### config.mk
export PLATFORM = sky130hd
export DESIGN_NAME = instr_rom
export DESIGN_NICKNAME = d
export VERILOG_FILES = /design/src/rtl/imem_pkg.sv /design/src/rtl/instr_rom_core.sv /design/src/rtl/instr_rom.sv
export SDC_FILE = /design/constraint.sdc
export NUM_CORES = 1
export LEC_CHECK = 0
export ABC_AREA = 1
export CORE_MARGIN = 2
export CORE_UTILIZATION = 35
export DETAILED_ROUTE_END_ITERATION = 8
export GPL_ROUTABILITY_DRIVEN = 0
export SLEW_MARGIN = 25
export SYNTH_ARGS = -nofsm -noshare
export SYNTH_HDL_FRONTEND = slang
export SYNTH_SLANG_ARGS = --single-unit
export TNS_END_PERCENT = 100
### constraint.sdc
create_clock -name vclk -period 3
set_input_delay 0.9 -clock vclk [all_inputs]
set_output_delay 0.9 -clock vclk [all_outputs]
set_load 0.005 [all_outputs]
### src/rtl/imem_pkg.sv
// Shared constants, instruction type and the fixed self-check program image
// for the LEGv8 instruction memory.
package imem_pkg;

  localparam int IMEM_AW    = 6;
  localparam int IMEM_DW    = 32;
  localparam int IMEM_DEPTH = 64;

  typedef logic [IMEM_DW-1:0] instr_t;

  // Words 47..63 are unused by the program and read back as zero.
  localparam instr_t PROGRAM [0:IMEM_DEPTH-1] = '{
    32'hf8000001, 32'hf8008002, 32'hf8000203, 32'h8b050083,
    32'hf8018003, 32'hcb050083, 32'hf8020003, 32'hcb0a03e4,
    32'hf8028004, 32'h8b040064, 32'hf8030004, 32'hcb030025,
    32'hf8038005, 32'h8a1f0145, 32'hf8040005, 32'h8a030145,
    32'hf8048005, 32'h8a140294, 32'hf8050014, 32'haa1f0166,
    32'hf8058006, 32'haa030166, 32'hf8060006, 32'hf840000c,
    32'h8b1f0187, 32'hf8068007, 32'hf807000c, 32'h8b0e01bf,
    32'hf807801f, 32'hb4000040, 32'hf8080015, 32'hf8088015,
    32'h8b0103e2, 32'hcb010042, 32'h8b0103f8, 32'hf8090018,
    32'h8b080000, 32'hb4ffff82, 32'hf809001e, 32'h8b1e03de,
    32'hcb1503f5, 32'h8b1403de, 32'hf85f83d9, 32'h8b1e03de,
    32'h8b1003de, 32'hf81f83d9, 32'hb400001f, 32'h00000000,
    32'h00000000, 32'h00000000, 32'h00000000, 32'h00000000,
    32'h00000000, 32'h00000000, 32'h00000000, 32'h00000000,
    32'h00000000, 32'h00000000, 32'h00000000, 32'h00000000,
    32'h00000000, 32'h00000000, 32'h00000000, 32'h00000000
  };

endpackage

### src/rtl/instr_rom_core.sv
// Pure combinational lookup into the fixed program image.
module instr_rom_core
  import imem_pkg::*;
(
  input  logic [IMEM_AW-1:0] addr,
  output instr_t             q
);

  // An X on any address bit yields an X word rather than aliasing to a real entry.
  assign q = PROGRAM[addr];

endmodule

### src/rtl/instr_rom.sv
// LEGv8 instruction memory: 64 x 32-bit read-only words with an optional
// one-cycle registered output stage.
module instr_rom
  import imem_pkg::*;
#(
  parameter bit REG_OUT = 1'b0,
  parameter int DEPTH   = IMEM_DEPTH,
  parameter int AW      = IMEM_AW,
  parameter int DW      = IMEM_DW
) (
  input  logic          clk,
  input  logic          reset,
  input  logic [AW-1:0] addr,
  output logic [DW-1:0] q
);

  localparam bit unused_depth_ok = (DEPTH == (1 << AW));

  instr_t rom_q;

  instr_rom_core u_core (
    .addr (addr),
    .q    (rom_q)
  );

  generate
    if (REG_OUT) begin : g_reg
      logic [DW-1:0] q_reg;

      // NOTE: sequential state is written with <= so every flop samples
      // pre-edge values; the image itself is constant and needs no reset.
      always_ff @(posedge clk or posedge reset) begin
        if (reset) begin
          q_reg <= '0;
        end else begin
          q_reg <= rom_q;
        end
      end

      assign q = q_reg;
    end else begin : g_comb
      // Clock and reset have no role in the combinational variant.
      logic unused_ctl;
      assign unused_ctl = clk ^ reset;
      assign q          = rom_q;
    end
  endgenerate

endmodule

==> Yosys cells after proc, flatten, opt, wreduce, memory -nomap -nowiden <==
Memories as Yosys holds them, arrays and structs flattened.
Cells that the tools add are included.
{ "word_totals": {"regBits": 0, "latchBits": 0, "mem_bits_rw": 0, "mem_bits_ro": 2048, "input_bits": 8, "output_inout_bits": 32, "word_cells": 5, "n_memories": 1} }
{ "mem_list": {"columns": ["memory", "depth", "word_bits", "rd", "rd_clocked_by_memory_dff", "wr", "line", "rtl"], "rows": [
  ["(no name shown)", 64, 32, 1, 0, 0, "instr_rom_core.sv:10", "assign q = PROGRAM[addr];"]
]} }
{ "classes": {"add_sub_neg": 0, "n_mul": 0, "div": 0, "n_lt_le_gt_ge": 1, "n_eq_ne": 0, "n_shift": 0, "muxes": 2, "bitwise_logic": 1, "reduce_logical": 0} }
{ "ops": {"columns": ["op", "count"], "rows": [
  ["$mux 32", 2],
  ["$ge 7x7->1 const B", 1],
  ["$not 6->7", 1]
]} }

==> Longest topological paths before layout <==
Gate-level depths: netlist of run 1.
{ "depth": {"word_depth": 4, "ltp_mapped": 9, "mapped_depth_nobuf": 9} }

==> Worst setup path after synthesis of run 1 <==
No wires, ideal clock.
{ "synth_timing": {"kind": "input -> output", "from": "input addr[1]", "to": "output q[11]", "arrival_ns": 1.902, "required_time_ns": 2.100, "path_slack_ns": 0.198, "path_stages": 7, "n_path_buf": 1, "path_cell_list": "inv_1 ha_1 nand2_1 inv_1 nand2_1 nor2_1 buf_4"} }
{ "synth_between": {"elab_chain_cells": 4} }
{ "synth_rtl": {"columns": ["item", "line", "rtl"], "rows": [
  ["from (decl)", "instr_rom.sv:13", "input logic [AW-1:0] addr,"],
  ["$not 6->7 (not written as such)", "instr_rom_core.sv:10", null],
  ["$mem_v2 64x32", null, null],
  ["$mux 32 (not written as such) (2 in series)", "instr_rom_core.sv:10", null],
  ["to (decl)", "instr_rom.sv:14", "output logic [DW-1:0] q"]
]} }
No other way between the ends. The select of a mux whose other input is x is not followed.

==> Worst setup path in the final report of run 1 <==
{ "layout_timing": {"from": "input addr[2]", "to": "output q[1]"} }
The elaborated chain is that of the path after synthesis.

==> results.ini, run 1 <==
[setup_path]
crit_arrival_ps=2200
cp-startpoint=addr[2]
cp.required_ps=2100
critPathCaptureType=output pin
endpoint=q[1]
critPathMaxFanout=8
start_kind=input pin
crit_type=input pin to output pin

[timing]
max_freq_ghz=0.3225
period_minus_slack_ps=3101
period_share=1.034
setup_viol=6
setup_slack_ps=-101.2
hold_violations=0
worstMarginPinSlew_ps=217.9
finalSetupTns_ps=-309.4
maxSlewHeadroom=0.8532
hold_ws_ps=2334
rsz0062_at_grt=true
maxSlewViolCount=0

[placement]
dpl.hpwl_mm=4.240
portBuffers=38

[final_layout]
mostFrequentLayoutCell=nand2_1
drive_above_1_share=0.5383
antenna_cells=0
seq_cells=0
seq_area_sq_um=0
fill_cells=275
final_cell_mix=nand2_1 (80), buf_4 (75), nor2_1 (22), nand2_2 (20), nand3_1 (18)
multi_input_area_sq_um=1548
nets=401
clkbuf_count=0
area_growth_pct=101.3

[routing]
wl_per_cell_um=17.15
vias=2454
dr.pass1.iters=5
dr.first_iter.drc_count=189
wl_mm=7.325
vias_per_cell=5.747
antenna_left=0
drc=0

[synth]
synth_cells=273
synth.top_cell.area_share=0.3076
yosysTopAreaCell=nand2_1
synth_area_sq_um=1330
synth_top_cells_by_area=nand2_1 (31%), ha_1 (11%), nand3_1 (11%)
synth_fp_nets=293
synth.distinct_cells=22
syn_area_per_cell_sq_um=4.872
yosysWarnings=0
ys_seq_area_frac=0

[cts]
postCtsHoldBufs=0

[grt]
grt_pass1_wl_mm=10.46
antenna_found_initial=0
overflow=0
grt_pass1_vias=2182
grt_max_degree=16
track_usage=0.3077

[floorplanning]
die-area_sq_um=4309
coreArea_sq_um=3661
die_w_um=65.65
rows=22
start_util=0.3633
die_height_um=65.65
ios=40

[pwr]
powerDensity_nw_per_um2=156.3
ir_drop_mv=0.07889
p_leak_uw=0.001431

[job]
drv_cap=0

[min_path]
worstHoldStart=addr[5]
hold_class=input pin to output pin

[outcome]
status=finished with violations
violations=negative setup slack

==> cell usage after synthesis, types with 3 or more instances <==
cell,instances
nand2_1,109
nor2_1,36
nand3_1,29
o21ai_0,19
inv_1,17
a21oi_1,13
ha_1,12
buf_4,9
buf_2,5
buf_6,4
nand4_1,4
inv_2,3
o211ai_1,3
==> how the worst min path moves through the flow <==
stage,end,slack [ps],cells after the start
after floorplan,q[31],1870,1
after global placement,q[31],2890,3
after detailed placement,q[31],2870,3
after CTS,q[31],2340,3
after global routing,q[31],2350,3
final,q[31],2330,3
==> where the power goes <==
part,total [uW],switching [uW],internal [uW],leakage [uW]
clock network,0,0,0,0
registers,0,0,0,0
logic,419,230,189,0.00143
total,419,230,189,0.00143
==> what timing repair did <==
item / in CTS / in global routing
setup buffers: 27 / 6
cloned: 1 / 0
setup endpoints to repair: 32 / 30
endpoints found under the hold margin: 0 / 0
resized for setup: 171 / 75
pin swaps: 20 / 26
==> critical path: stages <==
cell	delay [ps]
buf_2	120
buf_6	150
inv_6	80
buf_12	140
nand2_1	90
nand2_1	90
a21oi_1	220
nand2_1	110
nand3_1	80
clkdlybuf4s15_1	210
==> logic make-up after synthesis <==
logic type | count (synthesis) | synth area share
simple gates | 181 | 0.5513
buf+inv | 39 | 0.1646
fa+ha+maj | 12 | 0.1129
compound gates | 41 | 0.1712
==> through the flow <==
stage / instance area [sq um] / util / std cells / total power, uW / setup slack (ps)
6_report: 2678 / 0.7314 / 427 / 418.5 / -101.2
5_1_grt: 2678 / 0.7314 / 427 / 444.2 / -143.8
4_1_cts: 2532 / 0.6917 / 422 / 364.7 / 0.2101
3_5_place_dp: 2043 / 0.5581 / 394 / 309.5 / -830.5
3_3_place_gp: 2043 / 0.5581 / 394 / 310.4 / -822.7
2_1_floorplan: 1330 / - / 273 / 151.3 / 198.0
==> area by class of cell <==
class	count	share of cell area
inverter	21	0.03692
multi-input combinational	234	0.5780
tap	48	0.02243
timing repair buffer	124	0.3626
==> per-layer routing <==
| metal | vias up | routed length [um] | share of wire | global-route usage |
|---|---|---|---|---|
| met4 | 0 | 572 | 0.078 | 0.1458 |
| li1 | 1086 | - | - | - |
| met5 | - | 0 | 0 | 0 |
| met2 | 215 | 3345 | 0.46 | 0.5152 |
| met3 | 61 | 762 | 0.10 | 0.03425 |
| met1 | 1092 | 2644 | 0.36 | 0.3893 |
No activity file was read; power rests on OpenSTA's default activity.
==> run 2: changes to the inputs <==
--- a/config.mk
+++ b/config.mk
@@ -6,6 +6,7 @@
 export NUM_CORES = 1
 export LEC_CHECK = 0
 export ABC_AREA = 1
+export CORE_ASPECT_RATIO = 1.2
 export CORE_MARGIN = 2
 export CORE_UTILIZATION = 35
 export DETAILED_ROUTE_END_ITERATION = 8
==> results.ini, run 2 (synthesis gave the netlist of run 1 again) <==
[outcome]
status=finished with violations
violations=negative setup slack

[timing]
maxSlewHeadroom=0.8061
period_share=1.038
max_freq_ghz=0.3212
finalSetupTns_ps=-191.0
period_minus_slack_ps=3113
setup_viol=4
rsz0062_at_grt=true
hold_ws_ps=2285
hold_violations=0
setup_slack_ps=-113.4
maxSlewViolCount=0
worstMarginPinSlew_ps=287.8

[job]
drv_cap=0

[pwr]
ir_drop_mv=0.09900
p_leak_uw=0.001517
power_uw=457.5
power.internal_uw=206.4
powerDensity_nw_per_um2=160.0
power_frac_comb=1.000
switching_share=0.5489
clkPwrFrac=0
p_switching_uw=251.1
pwr-share-seq=0

[final_layout]
fin_util=0.7868
area_growth_pct=115.0
seq_cells=0
mostFrequentLayoutCell=nand2_1
antenna_cells=0
seq_area_sq_um=0
nets=406
clkbuf_count=0
final_cell_mix=nand2_1 (85), buf_4 (64), nor2_1 (21), buf_6 (21), nand3_1 (20)
drive_above_1_share=0.5469

[floorplanning]
coreArea_sq_um=3633
die_height_um=71.53
die-area_sq_um=4311
die_w_um=60.28
start_util=0.3660
ios=40
rows=24

[routing]
dr.pass1.iters=7
dr.first_iter.drc_count=279
wl_met2_mm=3.969
drc=0
antenna_left=0
wl_met3_um=852
route.top_layer_used=met4
vias=2572
vias_per_cell=5.899
m1WireLength_mm=2.737
wl_mm=8.256
wl_per_cell_um=18.94

[grt]
grt_pass1_vias=2392
track_usage=0.3369
antenna_found_initial=0
grt_max_degree=13
overflow=0
grt_pass1_wl_mm=11.24

[setup_path]
max_stage_delay_ps=160
timing.critical_path.buf_inv=4
crit_type=input pin to output pin
cp.required_ps=2100
crit_path_cell_trace=buf_8 -> buf_8 -> ha_4 -> buf_6 -> nor2_4 -> nand2_4 -> o21ai_2 -> nand2_1 -> nand2_1 -> nand3_1 -> buf_2
start_kind=input pin
cp_top_family=simple AND/OR/NAND/NOR gates
critPathCaptureType=output pin
crit_arrival_ps=2210
slowest_stage=ha_4
critPathMaxFanout=7

[placement]
dpl.hpwl_mm=4.324
post-place-ws_ps=-897.9
portBuffers=38

[min_path]
hold_class=input pin to output pin

[cts]
postCtsHoldBufs=0

[run 2: cell count changes in the layout (fill, tap and decap cells not counted), moves of 5 or more]
cell,delta
buf_4,-11
o21ai_0,-5
buf_6,+11
clkbuf_2,-7
buf_2,+9
nand2_1,+5
o21ai_2,+5
[run 2: final timing paths]
check | startpoint | endpoint | slack, ps | depth (start not counted)
max | addr[1] | q[1] | -110 | 11
min | addr[3] | q[20] | 2280 | 5
[run 2: area by class of cell]
type	count	area [sq um]
timing repair buffer	129	1112
fill	269	774.5
tap	52	65.06
multi-input combinational	234	1578
inverter	21	103.9
[run 2: what timing repair did]
action,CTS,global route
endpoints found under the setup margin,32,25
setup buffers,32,4
resized for setup,216,66
pin swaps,24,19
cloned,1,1
[run 2: metrics by stage]
step | std cells | instance area (sq um)
floorplan | 273 | 1330
global placement | 399 | 2068
detailed placement | 399 | 2068
CTS | 432 | 2706
global route | 436 | 2859
finish | 436 | 2859
[run 2: layer usage]
| metal | vias to the layer above | track usage |
|---|---|---|
| met2 | 243 | 0.5568 |
| li1 | 1101 | - |
| met5 | - | 0 |
| met4 | 0 | 0.2074 |
| met1 | 1153 | 0.4024 |
| met3 | 75 | 0.04152 |
[run 2: power groups by stage]
stage | combinational [uW] | clock, uW | sequential, uW
finish | 457 | 0 | 0
global route | 479 | 0 | 0
CTS | 394 | 0 | 0
detailed placement | 313 | 0 | 0
global placement | 313 | 0 | 0
floorplan | 151 | 0 | 0
==> run 3: changes to the inputs <==
--- a/config.mk
+++ b/config.mk
@@ -5,12 +5,12 @@
 export SDC_FILE = /design/constraint.sdc
 export NUM_CORES = 1
 export LEC_CHECK = 0
-export ABC_AREA = 1
 export CORE_ASPECT_RATIO = 1.2
 export CORE_MARGIN = 2
 export CORE_UTILIZATION = 35
 export DETAILED_ROUTE_END_ITERATION = 8
 export GPL_ROUTABILITY_DRIVEN = 0
+export MAX_ROUTING_LAYER = met4
 export SLEW_MARGIN = 25
 export SYNTH_ARGS = -nofsm -noshare
 export SYNTH_HDL_FRONTEND = slang
==> results.ini, run 3 <==
[grt]
grt_max_degree=18
track_usage=0.3746
grt_pass1_wl_mm=13.32
grt_pass1_vias=2547
overflow=0
antenna_found_initial=0

[timing]
maxSlewHeadroom=0.6045
hold_violations=0
rsz0062_at_grt=true
hold_ws_ps=2433
maxSlewViolCount=0
period_share=1.132
max_freq_ghz=0.2944
period_minus_slack_ps=3397
setup_viol=24
worstMarginPinSlew_ps=592.1
setup_slack_ps=-397.0

[synth]
synth.top_cell.area_share=0.1027
syn_area_per_cell_sq_um=6.387
synth_top_cells_by_area=ha_1 (10%), a21oi_1 (7.2%), o21ai_1 (5.5%)
synth_area_sq_um=1463
synth.distinct_cells=51
ys_seq_area_frac=0
synth_cells=229
synth_common_cells=a21oi_1 (21), nand2_1 (19), nor2_1 (16), o21ai_1 (16), ha_1 (12)
yosysTopAreaCell=ha_1
synth_fp_nets=249
synth_most_common_cell=a21oi_1
yosysWarnings=0

[placement]
post-place-ws_ps=-1054
portBuffers=38
dpl.hpwl_mm=4.719

[floorplanning]
rows=25
die_w_um=63.01
die-area_sq_um=4714
ios=40
coreArea_sq_um=3973
start_util=0.3682
die_height_um=74.82

[setup_path]
max_stage_delay_ps=560
critPathMaxFanout=4
crit_type=input pin to output pin
start_kind=input pin
cp.required_ps=2100
crit_path_cell_trace=buf_8 -> inv_6 -> ha_4 -> buf_6 -> nor2b_4 -> a21oi_2 -> a2111oi_2 -> a21o_1 -> buf_2
crit_arrival_ps=2500
slowest_stage=a2111oi_2
critPathCaptureType=output pin

[final_layout]
final_cell_mix=buf_4 (72), buf_6 (34), buf_2 (24), o21ai_1 (15), nand2_1 (15)
area_growth_pct=126.8
seq_area_sq_um=0
seq_cells=0
antenna_cells=0
fill_cells=220
nets=372
clkbuf_count=0
drive_above_1_share=0.6686
mostFrequentLayoutCell=buf_4

[routing]
m1WireLength_mm=3.537
dr.first_iter.drc_count=399
wl_per_cell_um=25.36
wl_mm=10.25
wl_met3_mm=1.206
wl_met2_mm=4.499
route.top_layer_used=met4
antenna_left=0
dr.pass1.iters=5
drc=0
vias=2774
vias_per_cell=6.866

[outcome]
violations=negative setup slack
status=finished with violations

[pwr]
powerDensity_nw_per_um2=169.9
ir_drop_mv=0.1025
p_leak_uw=0.001502
power_uw=563.4

[job]
drv_cap=0

[min_path]
worstHoldStart=addr[1]
hold_path_end=q[25]
hold_class=input pin to output pin
whs_path_depth=6

[cts]
postCtsHoldBufs=0

[run 3: how the worst max path moves through the flow]
stage          slack, ps    end     from
2_1_floorplan          3  q[16]  addr[0]
5_1_grt             -420  q[15]  addr[0]
4_1_cts             -130  q[15]  addr[0]
3_5_place_dp       -1050  q[18]  addr[1]
3_3_place_gp       -1040  q[30]  addr[0]
6_report            -400  q[15]  addr[0]
[run 3: kinds of logic after synthesis]
| group | Yosys count | share of synthesized area |
|---|---|---|
| muxes | 8 | 0.05560 |
| buffers and inverters | 39 | 0.1394 |
| AOI/OAI and AO/OA | 100 | 0.4645 |
| and+or+nand+nor | 70 | 0.2378 |
| adders and majority gates | 12 | 0.1026 |
[run 3: power breakdown]
part | total [uW] | leakage (uW) | switching, uW | internal [uW]
clock | 0 | 0 | 0 | 0
combinational | 563 | 0.00150 | 281 | 283
sequential | 0 | 0 | 0 | 0
[run 3: worst max-delay path: cells and delay by family]
kind / cells / cell delay, ps
fa+ha+maj: 1 / 220
compound gates: 3 / 790
simple gates: 1 / 120
buf+inv: 4 / 450
[run 3: per-stage QoR]
step                cell area, sq um  instances  TNS (ps)    util
floorplan                       1500        229         0       -
global placement                2389        367    -29000  0.6013
detailed placement              2389        367    -29380  0.6013
CTS                             3045        395     -1110  0.7666
global route                    3317        404     -4472  0.8350
finish                          3317        404     -3496  0.8350
[run 3: metal layers]
layer | GRT usage | vias up
met5 | - | -
met4 | 0.2519 | 0
met3 | 0.07175 | 113
met2 | 0.6288 | 305
met1 | 0.4081 | 1242
li1 | - | 1114
[run 3: final cells by class]
class,instances,area (sq um),area share
Inverter,9,50.05,0.01509
Multi-Input combinational cell,190,1792,0.5402
Timing Repair Buffer,151,1408,0.4244
Tap cell,54,67.56,0.02037
[run 3: timing repair]
action / CTS / global route
hold endpoints to repair: 0 / 0
pin swaps: 50 / 39
setup endpoints to repair: 32 / 30
resized for setup: 251 / 58
setup buffers: 27 / 10
cloned: 4 / 0
